`config.mk`:
```
export PLATFORM = sky130hd
export DESIGN_NAME = rr_grant_arbiter
export DESIGN_NICKNAME = d
export VERILOG_FILES = /design/src/rtl/rr_grant_arbiter.sv
export SDC_FILE = /design/constraint.sdc
export NUM_CORES = 1
export LEC_CHECK = 0
export BUFFER_PORTS_ARGS = -buffer_cell sky130_fd_sc_hd__clkbuf_2
export CAP_MARGIN = 25
export CELL_PAD_IN_SITES_DETAIL_PLACEMENT = 1
export CELL_PAD_IN_SITES_GLOBAL_PLACEMENT = 2
export CORE_ASPECT_RATIO = 1.1
export CORE_MARGIN = 10
export CORE_UTILIZATION = 36
export DETAILED_ROUTE_END_ITERATION = 12
export PLACE_DENSITY = 0.82
export SLEW_MARGIN = 20
export SYNTH_ARGS = -nofsm -noshare
export SYNTH_HDL_FRONTEND = slang
export SYNTH_SLANG_ARGS = --single-unit
```
`constraint.sdc`:
```
create_clock -name clk -period 2 [get_ports clk]
set_input_delay 0.3 -clock clk [delete_from_list [all_inputs] [get_ports clk]]
set_output_delay 0.3 -clock clk [all_outputs]
set_load 0.005 [all_outputs]
```
`src/rtl/rr_grant_arbiter.sv`:
```
// Round-robin arbiter over 2**N requesters; registered one-hot grant plus index, 1-cycle req->gnt.
// A grant is held until done, withdrawal of the owner's req, or MAX_HOLD expiry; no preemption.
module rr_grant_arbiter #(
  parameter int N        = 2,
  parameter int MAX_HOLD = 8
) (
  input  logic            clk,
  input  logic            rst_n,
  input  logic [2**N-1:0] req,
  input  logic            done,
  output logic [2**N-1:0] gnt,
  output logic [N-1:0]    gnt_idx,
  output logic            gnt_valid,
  output logic            timeout
);

  localparam int NR = 2**N;
  localparam logic [15:0] HOLD_LIM = 16'((MAX_HOLD == 0) ? 0 : MAX_HOLD - 1);

  typedef enum logic {IDLE, BUSY} state_t;

  state_t          state_q, state_d;
  logic [NR-1:0]   gnt_q, gnt_d;
  logic [N-1:0]    gnt_idx_q, gnt_idx_d;
  logic [N-1:0]    last_q, last_d;
  logic [15:0]     hold_cnt_q, hold_cnt_d;
  logic            timeout_q, timeout_d;

  logic [N-1:0]    cand;
  logic [N-1:0]    winner;
  logic            found;
  logic            rel_done, rel_wd, rel_to;

  // Scan last+1, last+2, ... wrapping; the final candidate is last itself.
  always_comb begin
    cand   = '0;
    winner = '0;
    found  = 1'b0;
    for (int i = 1; i <= NR; i++) begin
      cand = last_q + N'(i);
      if (!found && req[cand]) begin
        winner = cand;
        found  = 1'b1;
      end
    end
  end

  assign rel_done = done;
  assign rel_wd   = !req[gnt_idx_q];
  assign rel_to   = (MAX_HOLD != 0) && (hold_cnt_q == HOLD_LIM);

  always_comb begin
    state_d    = state_q;
    gnt_d      = gnt_q;
    gnt_idx_d  = gnt_idx_q;
    last_d     = last_q;
    hold_cnt_d = hold_cnt_q;
    timeout_d  = 1'b0;
    case (state_q)
      IDLE: begin
        gnt_d = '0;
        if (found) begin
          gnt_d[winner] = 1'b1;
          gnt_idx_d     = winner;
          hold_cnt_d    = '0;
          state_d       = BUSY;
        end
      end
      BUSY: begin
        hold_cnt_d = (hold_cnt_q == 16'hFFFF) ? hold_cnt_q : hold_cnt_q + 16'd1;
        if (rel_done || rel_wd || rel_to) begin
          last_d    = gnt_idx_q;
          gnt_d     = '0;
          state_d   = IDLE;
          // Flag only revocations the owner did not also ask for.
          timeout_d = rel_to && !rel_done && !rel_wd;
        end
      end
      default: state_d = IDLE;
    endcase
  end

  always_ff @(posedge clk or negedge rst_n) begin
    if (!rst_n) begin
      state_q    <= IDLE;
      gnt_q      <= '0;
      gnt_idx_q  <= '0;
      last_q     <= '1;
      hold_cnt_q <= '0;
      timeout_q  <= 1'b0;
    end else begin
      state_q    <= state_d;
      gnt_q      <= gnt_d;
      gnt_idx_q  <= gnt_idx_d;
      last_q     <= last_d;
      hold_cnt_q <= hold_cnt_d;
      timeout_q  <= timeout_d;
    end
  end

  assign gnt       = gnt_q;
  assign gnt_idx   = gnt_idx_q;
  assign gnt_valid = (state_q == BUSY);
  assign timeout   = timeout_q;

endmodule

```
==> results of run 1 <==
-- placed cells by master, fill, tap and decap left out, types with 2 or more instances in the layout --
cell type / instances
nand3_1: 7
dfstp_2: 2
o2bb2ai_1: 2
a31oi_1: 3
o22ai_1: 2
o21ai_1: 5
inv_1: 9
mux2i_1: 8
nor2_1: 8
clkbuf_8: 3
o211ai_1: 4
nand4_1: 5
nand2b_1: 7
buf_4: 6
o21ai_0: 2
nand2_1: 14
xnor2_1: 2
nor3_1: 3
a32o_1: 2
mux2_1: 3
nor2b_1: 2
nor4_1: 5
clkbuf_2: 14
o31ai_1: 3
a21oi_1: 6
dfrtp_1: 24
and4_1: 3
-- state kept, by name, summed over array words and instances, names as in the netlist --
| register | count |
|---|---|
| gnt | 4 |
| hold_cnt_q | 16 |
| timeout | 1 |
| gnt_idx | 2 |
| last_q | 2 |
| gnt_valid | 1 |
-- critical path, delay by kind of cell, from the launching register on --
| family | cells | cell delay (ps) |
|---|---|---|
| fa+ha+maj | 1 | 280 |
| mux | 1 | 320 |
| compound gates | 1 | 120 |
| simple gates | 2 | 660 |
| flops | 1 | 430 |
-- per-layer routing --
layer / routed length, um / GRT usage / part of all wire / up-vias
li1: - / - / - / 628
met1: 1866 / 0.1532 / 0.46 / 657
met2: 2005 / 0.1954 / 0.49 / 14
met3: 140 / 0.02869 / 0.034 / 5
met4: 48 / 0.04180 / 0.012 / 0
met5: 0 / 0 / 0 / -
-- cells in the mapped netlist, drive strengths merged (3+ instances only) --
| master | n | area share |
|---|---|---|
| nand2b | 7 | 0.029 |
| nand2 | 14 | 0.035 |
| mux2i | 8 | 0.053 |
| nor3 | 3 | 0.0099 |
| nor4 | 6 | 0.029 |
| clkbuf | 4 | 0.0099 |
| or2 | 3 | 0.012 |
| mux2 | 3 | 0.022 |
| nand3 | 7 | 0.023 |
| a21oi | 6 | 0.020 |
| dfrtp | 24 | 0.40 |
| nand4 | 6 | 0.029 |
| o21ai | 8 | 0.029 |
| nor2 | 8 | 0.020 |
| o31ai | 3 | 0.015 |
| o211ai | 4 | 0.020 |
| and4 | 4 | 0.023 |
| a31oi | 3 | 0.012 |
| inv | 9 | 0.022 |
-- per-stage QoR --
stage	instance area, um^2	std cells	total power [mW]	hold slack [ps]
after floorplan	1519	159	1.209	4.409
after global placement	1674	225	1.454	355.3
after detailed placement	1674	225	1.485	372.7
after CTS	1745	229	1.936	68.96
after global routing	1747	229	2.051	91.49
final	1747	229	1.908	40.01
-- timing repair --
action                     CTS  global route
resized for setup            0             1
setup buffers                0             0
setup endpoints to repair    0             2
hold buffers                 0             0
-- power groups by stage --
stage	clock, mW	combinational [mW]	sequential, mW
final	0.451	0.661	0.796
after global routing	0.479	0.752	0.820
after CTS	0.459	0.680	0.798
after detailed placement	0	0.678	0.807
after global placement	0	0.655	0.799
after floorplan	0	0.432	0.777
-- cells by family after synthesis --
family,Yosys count
mux,12
xor+xnor,2
flops,26
fa+ha+maj,1
buf+inv,15
compound gates,36
simple gates,67
-- layout make-up --
cell class              count  area share
inverters                   9     0.01934
repair buffers             20     0.06590
multi-input cells         118      0.4627
clock buffers               3     0.02364
well taps                  52     0.03725
flip-flops and latches     26      0.3739
clock inverters             1     0.01719
-- path summary, 6_finish.rpt --
kind / start / end / slack [ps] / cells past startpoint
max in group asynchronous: rst_n / hold_cnt_q[8]$_DFFE_PN0P_ / 1510 / 1
min in group clk: done / timeout$_DFF_PN0_ / 340 / 3
hold reg to reg: gnt[2]$_DFFE_PN0P_ / gnt[2]$_DFFE_PN0P_ / 510 / 1
setup reg to reg: hold_cnt_q[0]$_DFFE_PN0P_ / last_q[0]$_DFFE_PN1P_ / 120 / 5
setup / recovery: hold_cnt_q[0]$_DFFE_PN0P_ / last_q[0]$_DFFE_PN1P_ / 120 / 5
hold / removal: rst_n / hold_cnt_q[6]$_DFFE_PN0P_ / 40 / 1
==> metrics.txt, run 1 <==
status=completed; simple-gate share of the synthesized area=0.2554; Critical-path top delay cell=dfrtp_1; RSZ-0062 raised after global routing=false; fill count=500; Seq/Total Area, Yosys=0.4300; vias in the first global route=roughly 1400; Post-Route WL=4060 um; adder-cell area share of the yosys netlist=0.008237; Top-Level Pins=15; synthesized area=~1500 um^2; GP Congestion=0.7901; height of the die=slightly below 90 um; worst vdd ir=about 0.00048 V; antenna violations before repair=0; post-synthesis xor/xnor area fraction=0.01153; Fin Setup TNS=0 ps; Net Switching=roughly 690 uW; Final Util=0.4341; Sw Share=0.3603; Clock Power Share=0.236; P_leak=~0.73 nW; final worst setup slack=roughly 120 ps; crit start category=flip-flop; Slew Limit Fails=0; first-pass GRT wire length=a little under 7000 um; Starting Density=0.3775; GRT Util Overall=0.1210; number of flops mapped to enable cells by yosys=0; Logic pwr share=0.346; max cap viols=0; CTS max path bufs=2; Worst slew margin=0.5417; critical path capture point type=flip-flop; die area=approximately 7200 um^2; crit-path cells=ha_1, nor4bb_1, and4_2, o21ai_1, mux2_1; Num CTS Buffers=3; ys async rst share=1.000; Core Rows=24; core area=around 4000 um^2; ant diodes=0; via/cell ratio=between 5 and 6; Least-Margin Pin Slew=about 690 ps; final setup violation count=0; fmax=~0.53 GHz; Synth Area per Inst=9.553 um^2; Fin. Hold Viols=0; largest net degree at the start of global routing=27; I/O Buffers=14; syn nets=167; DRT Pass-1 Iters=4; Reg power frac=0.417; Residual DRC=0; Clock transition at path regs=100 ps; clock skew=between 3 and 4 ps; main combinational cell family by area after synthesis=simple AND/OR/NAND/NOR gates; library cells used by synthesis=47; internal power=~1.2 mW; die span in x=a little over 80 um; clock sink count=26; flop and latch count out of synthesis=26; Worst Hold Class=input port to asynchronous set/reset pin; main flop type after synthesis=dfrtp_1; CTS H-tree lvls=1; period utilization=0.9405; pwr/cell area=between 1000 and 1500 nW/um^2; CP peak stage delay=430 ps; GR Overflow Total=0; Syn-to-layout area delta=14.99%; TritonCTS clock tree=built; Root Buffer=clkbuf_8; footprint of the multi-input gates=808.3 um^2; CP arrival=about 2100 ps; Final ANT Viol Nets=0; post-DP HPWL=roughly 3100 um; # nets final=around 190; synth warn=0; via count=between 1000 and 1500; worst slack at placement=~120 ps; initial drt markers=just under 80; register area=between 600 and 700 um^2; min Tclk post-route=1881 ps; multiplexer share of the synthesized area=0.08979; worst setup path class=flip-flop to flip-flop; Compound-Gate Fraction of Synth Area=0.1664; clk_lat worst skew=around 280 ps; worst-path fanout max=6; drt wl/cell=~18 um; worst path required time=about 2200 ps; layout cells sized above 1=0.1921; cells after synthesis=approximately 160
Note: power is estimated with default switching activity, not from simulation.
==> run 2, diff against run 1 <==
--- a/config.mk
+++ b/config.mk
@@ -14,6 +14,7 @@
 export CORE_UTILIZATION = 36
 export DETAILED_ROUTE_END_ITERATION = 12
 export PLACE_DENSITY = 0.82
+export RECOVER_POWER = 25
 export SLEW_MARGIN = 20
 export SYNTH_ARGS = -nofsm -noshare
 export SYNTH_HDL_FRONTEND = slang
==> metrics.txt, run 2 (same netlist as run 1, synthesis figures left out) <==
status=completed; Root Buffer=clkbuf_8; TritonCTS clock tree=built; height of the die=~88 um; CTS max path bufs=2; pwr/cell area=1093 nW/um^2; vias in the first global route=approximately 1400; via/cell ratio=5.686; largest register by flop count=hold_cnt_q; Final ANT Viol Nets=0; Least-Margin Pin Slew=about 1500 ps; Reg power frac=0.417; Sw Share=0.3604; core area=~4000 um^2; first-pass GRT wire length=~6900 um; Residual DRC=0; Fin Setup TNS=0 ps; period utilization=0.9405; antenna violations before repair=0; I/O Buffers=14; CP arrival=roughly 2100 ps; largest net degree at the start of global routing=27; worst-path fanout max=6; CTS resizes=0; Top-Level Pins=15; GRT Util Overall=0.1210; via count=approximately 1300; ant diodes=0; worst vdd ir=approximately 0.00048 V; Worst Hold Class=input port to flip-flop; GR Overflow Total=0; commonest non-fill, non-tap cell in the layout=dfrtp_1; hold_buf cts=0; Core Rows=24; Pwr Total=1.908 mW; internal power=1.220 mW; min Tclk post-route=1881 ps; Logic pwr share=0.346; worst path required time=between 2000 and 2500 ps; Syn-to-layout area delta=14.91%; initial drt markers=slightly below 80; # nets final=approximately 190; max cap viols=0; worst setup path class=flip-flop to flip-flop; CTS H-tree lvls=1; Fin. Hold Viols=0; most frequent cells in the layout=24 x dfrtp_1, 14 x nand2_1, 13 x clkbuf_2, 9 x inv_1; fmax=around 0.53 GHz; layout cells sized above 1=0.1864; clock sink count=26; die span in x=about 80 um; post-DP HPWL=approximately 3100 um; Num CTS Buffers=3; RSZ-0062 raised after global routing=false; Slew Limit Fails=0; fill count=between 500 and 600; GP Congestion=around 0.79; clk_lat worst skew=280 ps; max reg flops=16; Clock Power Share=0.236; Post-Route WL=around 4000 um; final setup violation count=0; Clock transition at path regs=around 100 ps; critical path capture point type=flip-flop; Net Switching=roughly 690 uW; crit start category=flip-flop; DRT Pass-1 Iters=4; drt wl/cell=~18 um; P_leak=between 0.7 and 0.8 nW; Worst slew margin=0.01841; setup bufs post-CTS=0; Starting Density=0.3775; die area=approximately 7200 um^2; clock skew=~3.6 ps
==> run 2: cell count changes in the layout (fill, tap and decap cells not counted) <==
cell,previous run,this run
clkbuf_2,14,13
clkbuf_1,0,1
==> run 2: metal layers <==
metal / up-vias / track usage / wire, um
met4: 0 / 0.04180 / 48
li1: 627 / - / -
met1: 656 / 0.1532 / 1864
met2: 14 / 0.1954 / 2005
met5: - / 0 / 0
met3: 5 / 0.02869 / 139
==> run 2: area by class of cell <==
type / count / area [um^2] / share of cell area
Inverter: 9 / 33.78 / 0.01935
Timing Repair Buffer: 20 / 113.9 / 0.06523
Clock inverter: 1 / 30.03 / 0.01720
Sequential cell: 26 / 653.1 / 0.3742
Clock buffer: 3 / 41.29 / 0.02366
Tap cell: 52 / 65.06 / 0.03728
Multi-Input combinational cell: 118 / 808.3 / 0.4631
==> run 2: power by group through the flow <==
stage	Combinational [mW]	Clock (mW)	Sequential, mW
floorplan	0.432	0	0.777
global placement	0.655	0	0.799
detailed placement	0.678	0	0.807
CTS	0.680	0.459	0.798
global route	0.752	0.479	0.820
finish	0.661	0.451	0.796
==> run 2: path summary, 6_finish.rpt <==
kind                                      startpoint  cells past startpoint  slack, ps                   endpoint
max reg2reg                hold_cnt_q[0]$_DFFE_PN0P_                      5        120      last_q[0]$_DFFE_PN1P_
max in group asynchronous                      rst_n                      1        780  hold_cnt_q[8]$_DFFE_PN0P_
min reg2reg                       gnt[2]$_DFFE_PN0P_                      1        510         gnt[2]$_DFFE_PN0P_
max                        hold_cnt_q[0]$_DFFE_PN0P_                      5        120      last_q[0]$_DFFE_PN1P_
min                                             done                      3        340          timeout$_DFF_PN0_
min in group asynchronous                      rst_n                      1        350  hold_cnt_q[6]$_DFFE_PN0P_
==> run 2: stage by stage <==
stage,worst slack (ps),util,std cells,area (um^2),hold slack (ps)
after global routing,12.72,0.4338,229,1745,347.5
after detailed placement,118.5,0.4160,225,1674,372.7
final,119.0,0.4338,229,1745,343.7
after global placement,151.9,0.4160,225,1674,355.3
after CTS,96.44,0.4338,229,1745,68.96
after floorplan,323.0,-,159,1519,4.409
==> run 2: worst max-delay path: stages (launching register included) <==
cell and delay (ps):
dfrtp_1 430, ha_1 280, nor4bb_1 330, and4_2 330, o21ai_1 120, mux2_1 320
